[config.mk]
export PLATFORM = sky130hd
export DESIGN_NAME = bcd_digit_entry_flat
export DESIGN_NICKNAME = d
export VERILOG_FILES = /design/src/rtl/bcd_digit_entry_if.sv /design/src/rtl/bcd_digit_entry.sv /design/src/flat_wrapper.sv
export SDC_FILE = /design/constraint.sdc
export NUM_CORES = 1
export LEC_CHECK = 0
export CAP_MARGIN = 10
export CELL_PAD_IN_SITES_DETAIL_PLACEMENT = 0
export CELL_PAD_IN_SITES_GLOBAL_PLACEMENT = 1
export CORE_MARGIN = 1
export CORE_UTILIZATION = 43
export CTS_CLUSTER_SIZE = 14
export DETAILED_ROUTE_END_ITERATION = 10
export PLACE_DENSITY_LB_ADDON = 0.1
export SETUP_SLACK_MARGIN = 0.3
export SLEW_MARGIN = 20
export SYNTH_ARGS = -nofsm -noshare
export SYNTH_HDL_FRONTEND = slang
export SYNTH_SLANG_ARGS = --single-unit
[constraint.sdc]
create_clock -name CLOCK_50 -period 3.6 [get_ports CLOCK_50]
set_clock_uncertainty 0.05 [all_clocks]
set_input_delay 0.9 -clock CLOCK_50 [delete_from_list [all_inputs] [get_ports CLOCK_50]]
set_output_delay 0.9 -clock CLOCK_50 [all_outputs]
set_load 0.05 [all_outputs]
[src/rtl/bcd_digit_entry_if.sv]
// Switch/key entry bus for the BCD digit entry block.
// The master side drives the switch and key levels; the slave side returns
// the digit buffer echo, the converted value and the status pulses.
interface bcd_digit_entry_if #(
    parameter int NUM_DIGITS = 4,
    parameter int OUT_W      = 14
);
    logic [3:0]              digit_in;
    logic                    digit_push;
    logic                    clear;
    logic                    commit;
    logic [4*NUM_DIGITS-1:0] bcd_digits;
    logic [2:0]              digit_count;
    logic [OUT_W-1:0]        value;
    logic                    value_valid;
    logic                    busy;
    logic                    entry_error;

    modport master (
        output digit_in, digit_push, clear, commit,
        input  bcd_digits, digit_count, value, value_valid, busy, entry_error
    );

    modport slave (
        input  digit_in, digit_push, clear, commit,
        output bcd_digits, digit_count, value, value_valid, busy, entry_error
    );
endinterface

[src/rtl/bcd_digit_entry.sv]
// Decimal digit entry: collects BCD digits from switches into a shift buffer
// and, on commit, folds them into a binary value with a sequential
// multiply-by-ten-and-add engine (one digit per cycle, MSD first).
//
//  state   | meaning
//  --------+---------------------------------------------------------------
//  COLLECT | accepting push/clear/commit edges, buffer echoed on displays
//  CONVERT | acc = acc*10 + digit[idx], one digit per cycle, inputs ignored
//  DONE    | publish acc as value, pulse value_valid, empty the buffer
module bcd_digit_entry #(
    parameter int NUM_DIGITS = 4,
    parameter int OUT_W      = 14
) (
    input  logic                  CLOCK_50,
    input  logic                  resetn,
    bcd_digit_entry_if.slave      bus
);

    localparam int IDX_W = (NUM_DIGITS > 1) ? $clog2(NUM_DIGITS) : 1;

    typedef enum logic [1:0] {
        COLLECT = 2'd0,
        CONVERT = 2'd1,
        DONE    = 2'd2
    } state_t;

    state_t                  state;
    state_t                  state_nxt;

    logic                    push_q;
    logic                    clear_q;
    logic                    commit_q;
    logic                    push_edge;
    logic                    clear_edge;
    logic                    commit_edge;

    logic [4*NUM_DIGITS-1:0] digits;
    logic [4*NUM_DIGITS-1:0] digits_nxt;
    logic [2:0]              count;
    logic [2:0]              count_nxt;
    logic [OUT_W-1:0]        acc;
    logic [OUT_W-1:0]        acc_nxt;
    logic [OUT_W-1:0]        acc_x10;
    logic [OUT_W-1:0]        value_r;
    logic [OUT_W-1:0]        value_nxt;
    logic [IDX_W-1:0]        idx;
    logic [IDX_W-1:0]        idx_nxt;
    logic [3:0]              cur_digit;
    logic                    busy_r;
    logic                    busy_nxt;
    logic                    valid_r;
    logic                    valid_nxt;
    logic                    err_r;
    logic                    err_nxt;

    // Edges act at the same clock edge that first samples the high level.
    assign push_edge   = bus.digit_push & ~push_q;
    assign clear_edge  = bus.clear      & ~clear_q;
    assign commit_edge = bus.commit     & ~commit_q;

    // Edge-detect registers track their inputs in every state.
    always_ff @(posedge CLOCK_50 or negedge resetn) begin
        if (!resetn) begin
            push_q   <= 1'b0;
            clear_q  <= 1'b0;
            commit_q <= 1'b0;
        end else begin
            push_q   <= bus.digit_push;
            clear_q  <= bus.clear;
            commit_q <= bus.commit;
        end
    end

    // Multiply-by-ten as shift-and-add; the parameter rule keeps it in range.
    always_comb begin
        cur_digit = digits[{idx, 2'b00} +: 4];
        acc_x10   = (acc << 3) + (acc << 1);
    end

    // Next-state and datapath next values; everything holds by default.
    always_comb begin
        state_nxt  = state;
        digits_nxt = digits;
        count_nxt  = count;
        acc_nxt    = acc;
        idx_nxt    = idx;
        value_nxt  = value_r;
        busy_nxt   = busy_r;
        valid_nxt  = 1'b0;
        err_nxt    = 1'b0;

        unique case (state)
            COLLECT: begin
                if (clear_edge) begin
                    digits_nxt = '0;
                    count_nxt  = 3'd0;
                end else if (commit_edge) begin
                    acc_nxt   = '0;
                    idx_nxt   = IDX_W'(NUM_DIGITS - 1);
                    busy_nxt  = 1'b1;
                    state_nxt = CONVERT;
                end else if (push_edge) begin
                    // Rejected pushes never touch the buffer: no wrap on full.
                    if (bus.digit_in > 4'd9 || count == 3'(NUM_DIGITS)) begin
                        err_nxt = 1'b1;
                    end else begin
                        digits_nxt = {digits[4*NUM_DIGITS-5:0], bus.digit_in};
                        count_nxt  = count + 3'd1;
                    end
                end
            end
            CONVERT: begin
                acc_nxt = acc_x10 + OUT_W'(cur_digit);
                idx_nxt = idx - IDX_W'(1);
                if (idx == '0) begin
                    busy_nxt  = 1'b0;
                    state_nxt = DONE;
                end
            end
            DONE: begin
                value_nxt  = acc;
                valid_nxt  = 1'b1;
                digits_nxt = '0;
                count_nxt  = 3'd0;
                state_nxt  = COLLECT;
            end
            default: begin
                busy_nxt  = 1'b0;
                state_nxt = COLLECT;
            end
        endcase
    end

    // State register.
    always_ff @(posedge CLOCK_50 or negedge resetn) begin
        if (!resetn) begin
            state <= COLLECT;
        end else begin
            state <= state_nxt;
        end
    end

    // Datapath and output registers.
    always_ff @(posedge CLOCK_50 or negedge resetn) begin
        if (!resetn) begin
            digits  <= '0;
            count   <= 3'd0;
            acc     <= '0;
            idx     <= '0;
            value_r <= '0;
            busy_r  <= 1'b0;
            valid_r <= 1'b0;
            err_r   <= 1'b0;
        end else begin
            digits  <= digits_nxt;
            count   <= count_nxt;
            acc     <= acc_nxt;
            idx     <= idx_nxt;
            value_r <= value_nxt;
            busy_r  <= busy_nxt;
            valid_r <= valid_nxt;
            err_r   <= err_nxt;
        end
    end

    assign bus.bcd_digits  = digits;
    assign bus.digit_count = count;
    assign bus.value       = value_r;
    assign bus.value_valid = valid_r;
    assign bus.busy        = busy_r;
    assign bus.entry_error = err_r;

endmodule

[src/flat_wrapper.sv]
// flat-port wrapper written by rule: the top's interface ports become plain ports
module bcd_digit_entry_flat 
#(
    parameter int NUM_DIGITS = 4,
    parameter int OUT_W      = 14
)
  (CLOCK_50, resetn, bus_digit_in, bus_digit_push, bus_clear, bus_commit, bus_bcd_digits, bus_digit_count, bus_value, bus_value_valid, bus_busy, bus_entry_error);
  bcd_digit_entry_if #(.NUM_DIGITS(NUM_DIGITS), .OUT_W(OUT_W)) bus_i ();
  input  logic CLOCK_50;
  input  logic resetn;
  input wire logic [$bits(bus_i.digit_in)-1:0] bus_digit_in;
  input wire logic [$bits(bus_i.digit_push)-1:0] bus_digit_push;
  input wire logic [$bits(bus_i.clear)-1:0] bus_clear;
  input wire logic [$bits(bus_i.commit)-1:0] bus_commit;
  output wire logic [$bits(bus_i.bcd_digits)-1:0] bus_bcd_digits;
  output wire logic [$bits(bus_i.digit_count)-1:0] bus_digit_count;
  output wire logic [$bits(bus_i.value)-1:0] bus_value;
  output wire logic [$bits(bus_i.value_valid)-1:0] bus_value_valid;
  output wire logic [$bits(bus_i.busy)-1:0] bus_busy;
  output wire logic [$bits(bus_i.entry_error)-1:0] bus_entry_error;
  assign bus_i.digit_in = bus_digit_in;
  assign bus_i.digit_push = bus_digit_push;
  assign bus_i.clear = bus_clear;
  assign bus_i.commit = bus_commit;
  assign bus_bcd_digits = bus_i.bcd_digits;
  assign bus_digit_count = bus_i.digit_count;
  assign bus_value = bus_i.value;
  assign bus_value_valid = bus_i.value_valid;
  assign bus_busy = bus_i.busy;
  assign bus_entry_error = bus_i.entry_error;
  bcd_digit_entry #(.NUM_DIGITS(NUM_DIGITS), .OUT_W(OUT_W)) u_core (.CLOCK_50(CLOCK_50), .resetn(resetn), .bus(bus_i));
endmodule
==> metrics.yaml <==
die:
  dieWidth_um: 84.6
  io_pins: 45
  dieArea_um2: 7150
  num_rows: 29
  core_area_um2: 6460
  die_height_um: 84.6
  initial_core_util_pct: 45.4
clocking:
  path_clk_slew_ns: 0.07
  root_buffer: "clkbuf_8"
  clock_sinks: 57
  cts.path.max_buffers: 2
  clkLatencyLatePin_ns: 0.33
  cts_buffers: 9
  cts-resized-gates: 0
  post_cts_buffers: 0
  cts-hold-fix-buffers: 0
  cts_max_level: 3
  cts_tree: "done"
placement:
  routabilityCongestion: 0.841
  dp_hpwl_mm: 4.27
  placed_area_um2: 3450
  dp.cells: 365
  portBuffers: 44
cells_and_area:
  num_antenna_cells: 0
  areaGrowthSynthToFinish_pct: 23.8
  final_area_um2: 3630
  layout-drive-gt1-share_pct: 13.8
  nets: 335
  fin_cells: 381
power_and_ir_drop:
  peakVddDrop_mv: 0.510
  p_leak_nw: 1.74
  power.total_mw: 2.62
  power_density_nw_per_um2: 721
worst_setup_path:
  reg2reg_from: "u_core.idx[0]$_DFFE_PN0P_"
  worstSetupEndpointType: "flop"
  critical_path_class: "reg2reg"
  cp_max_fo: 7
  cp_data_arrival_time_ns: 3.23
  r2r_slack_ns: 0.54
  start_kind: "flop"
  cp-startpoint: "u_core.idx[0]$_DFFE_PN0P_"
  cp.required_ns: 3.77
drt:
  drt-total-wl_mm: 5.90
  vias: 2102
  wl_met2_mm: 2.65
  drt-met1-wl_mm: 2.86
  routed_via_density: 5.52
  ant_nets: 0
  drt_iter0_drc: 93
  wl_met3_um: 306
  routedWlPerCell_um: 15.5
  drc_errors: 0
  firstDrtPassIters: 6
  maxUsedRoutingLayer: "met4"
synthesis:
  yosysWarnings: 0
  synthDistinctLibCells: 41
  ys.flop_type: "dfrtp_1"
  ys_seq_area_share_pct: 48.6
  yosysTopAreaCellShare_pct: 48.6
  synth-xor-area-share_pct: 1.79
  synth_top_family_by_area: "compound AO/OA/AOI/OAI gates"
  synthSimpleGateAreaFrac_pct: 9.26
  async_flop_share_pct: 100
  synth_top_cell_by_area: "dfrtp_1"
  synth-edff-count: 0
  syn_area_um2: 2930
  synth-compound-area-share_pct: 15.7
  synth_mux_area_share_pct: 8.79
  syn_nets: 285
  synth_area_leaders: "dfrtp_1 (49%), ha_1 (11%), a22o_1 (6.0%)"
  ys_seq_elements: 57
  avgSynthCellArea_um2: 11.8
  synthAdderAreaFrac_pct: 12.0
  synthCells: 249
timing:
  setup_viol: 0
  finalMaxSlewViolations: 0
  fin_setup_tns_ns: 0
  holdWs_ns: 0.454
  hold_viol: 0
  rsz0062_at_grt: "no"
  fmax_mhz: 326
  finalCriticalPeriod_ns: 3.06
  post-route-period-util_pct: 85.1
  relSlewSlack_pct: 51.1
  worstMarginPinSlew_ns: 0.732
global_route:
  antenna_found_initial: 0
  grt_pass1_wl_mm: 10.2
  grt_start_max_net_pins: 46
  grt.overflow.total: 0
  grt_pass1_vias: 2081
  grt_use_total_pct: 18.6
outcome:
  outcome: "completed"
worst_hold_path:
  min_path_type: "reg2reg"
  holdCritStartpoint: "u_core.bus.digit_count[2]$_DFFE_PN0P_"
flow_run:
  maxCapViolations: 0
==> cell usage after synthesis (3+ instances only) <==
library cell and n:
a22o_1 20, clkbuf_1 3, buf_2 8, nor2_1 11, o21ai_0 12, dfrtp_1 57
a21oi_1 9, a21o_1 5, xnor2_1 3, inv_1 13, nor2b_1 4, nand2_1 16
nand4_1 4, ha_1 25, mux4_2 4, nand2b_1 7, xor2_1 3, a32o_1 3
mux2_2 14
==> area by class of cell <==
type / count / area (um^2)
clock buffers: 13 / 159
clock inverters: 3 / 15.0
fillers: 588 / 2830
inverters: 13 / 48.8
multi-input cells: 167 / 1400
flip-flops and latches: 57 / 1430
well taps: 77 / 96.3
repair buffers: 51 / 490
==> worst max-delay path, cell delays in order, from the launching register on <==
cell and delay [ns]:
dfrtp_1 0.51, mux4_2 0.55, ha_1 0.29, ha_1 0.17
inv_1 0.06, fa_1 0.37, nand2b_1 0.19, a21oi_1 0.17
nor2_1 0.09, o2111a_1 0.25, a221o_1 0.25
==> cells by family (layout without fill, tap and decap cells) <==
family          count (synthesis)  after routing
compound gates                 62             62
xor+xnor                        6              6
fa+ha+maj                      27             27
buf+inv                        25             80
flops                          57             57
mux                            19             19
simple gates                   53             53
==> per-layer routing <==
layer | GRT usage (%) | vias up
met1 | 26.1 | 1030
met3 | 5.01 | 8
met4 | 6.93 | 0
li1 | - | 1017
met5 | 0 | -
met2 | 27.9 | 47
==> layout by cell type (no fill, tap or decap), drive strengths merged, types with 3 or more instances in the layout <==
| cell | n |
|---|---|
| clkbuf | 13 |
| nand3 | 3 |
| a22o | 20 |
| a32o | 3 |
| a21oi | 9 |
| buf | 8 |
| nand2b | 7 |
| mux4 | 4 |
| inv | 13 |
| nand4 | 4 |
| a21o | 5 |
| o21ai | 12 |
| nand2 | 16 |
| nor2 | 11 |
| clkdlybuf4s50 | 43 |
| dfrtp | 57 |
| clkinv | 3 |
| xor2 | 3 |
| ha | 25 |
| mux2 | 14 |
| nor2b | 4 |
| xnor2 | 3 |
==> per-stage QoR <==
| step | worst slack [ns] | util, % |
|---|---|---|
| after CTS | 0.511 | 56.2 |
| after global placement | 0.594 | 53.5 |
| after detailed placement | 0.500 | 53.5 |
| after floorplan | 0.521 | - |
| final | 0.536 | 56.2 |
| after global routing | 0.348 | 56.2 |
==> sequential cells by signal (all words and copies together), names as in the netlist <==
register and cells:
u_core.commit_q 1, u_core.clear_q 1, u_core.idx 2, u_core.state 2, u_core.bus.value_valid 1, u_core.bus.entry_error 1, u_core.bus.digit_count 3, u_core.bus.bcd_digits 16
u_core.acc 14, u_core.push_q 1, u_core.bus.busy 1, u_core.bus.value 14
==> power breakdown <==
group | total (mW) | internal [mW] | switching [mW]
combinational | 1.16 | 0.452 | 0.706
sequential | 0.937 | 0.793 | 0.144
clock | 0.524 | 0.284 | 0.240
==> worst paths after layout <==
kind                                                         end  cells past startpoint
min                        u_core.bus.digit_count[2]$_DFFE_PN0P_                      1
max in group asynchronous  u_core.bus.bcd_digits[10]$_DFFE_PN0P_                      2
min in group asynchronous       u_core.bus.value[12]$_DFFE_PN0P_                      1
max                                   u_core.acc[10]$_DFFE_PN0P_                     10
min reg2reg                u_core.bus.digit_count[2]$_DFFE_PN0P_                      1
max reg2reg                           u_core.acc[10]$_DFFE_PN0P_                     10
(Power assumes the default switching activity.)
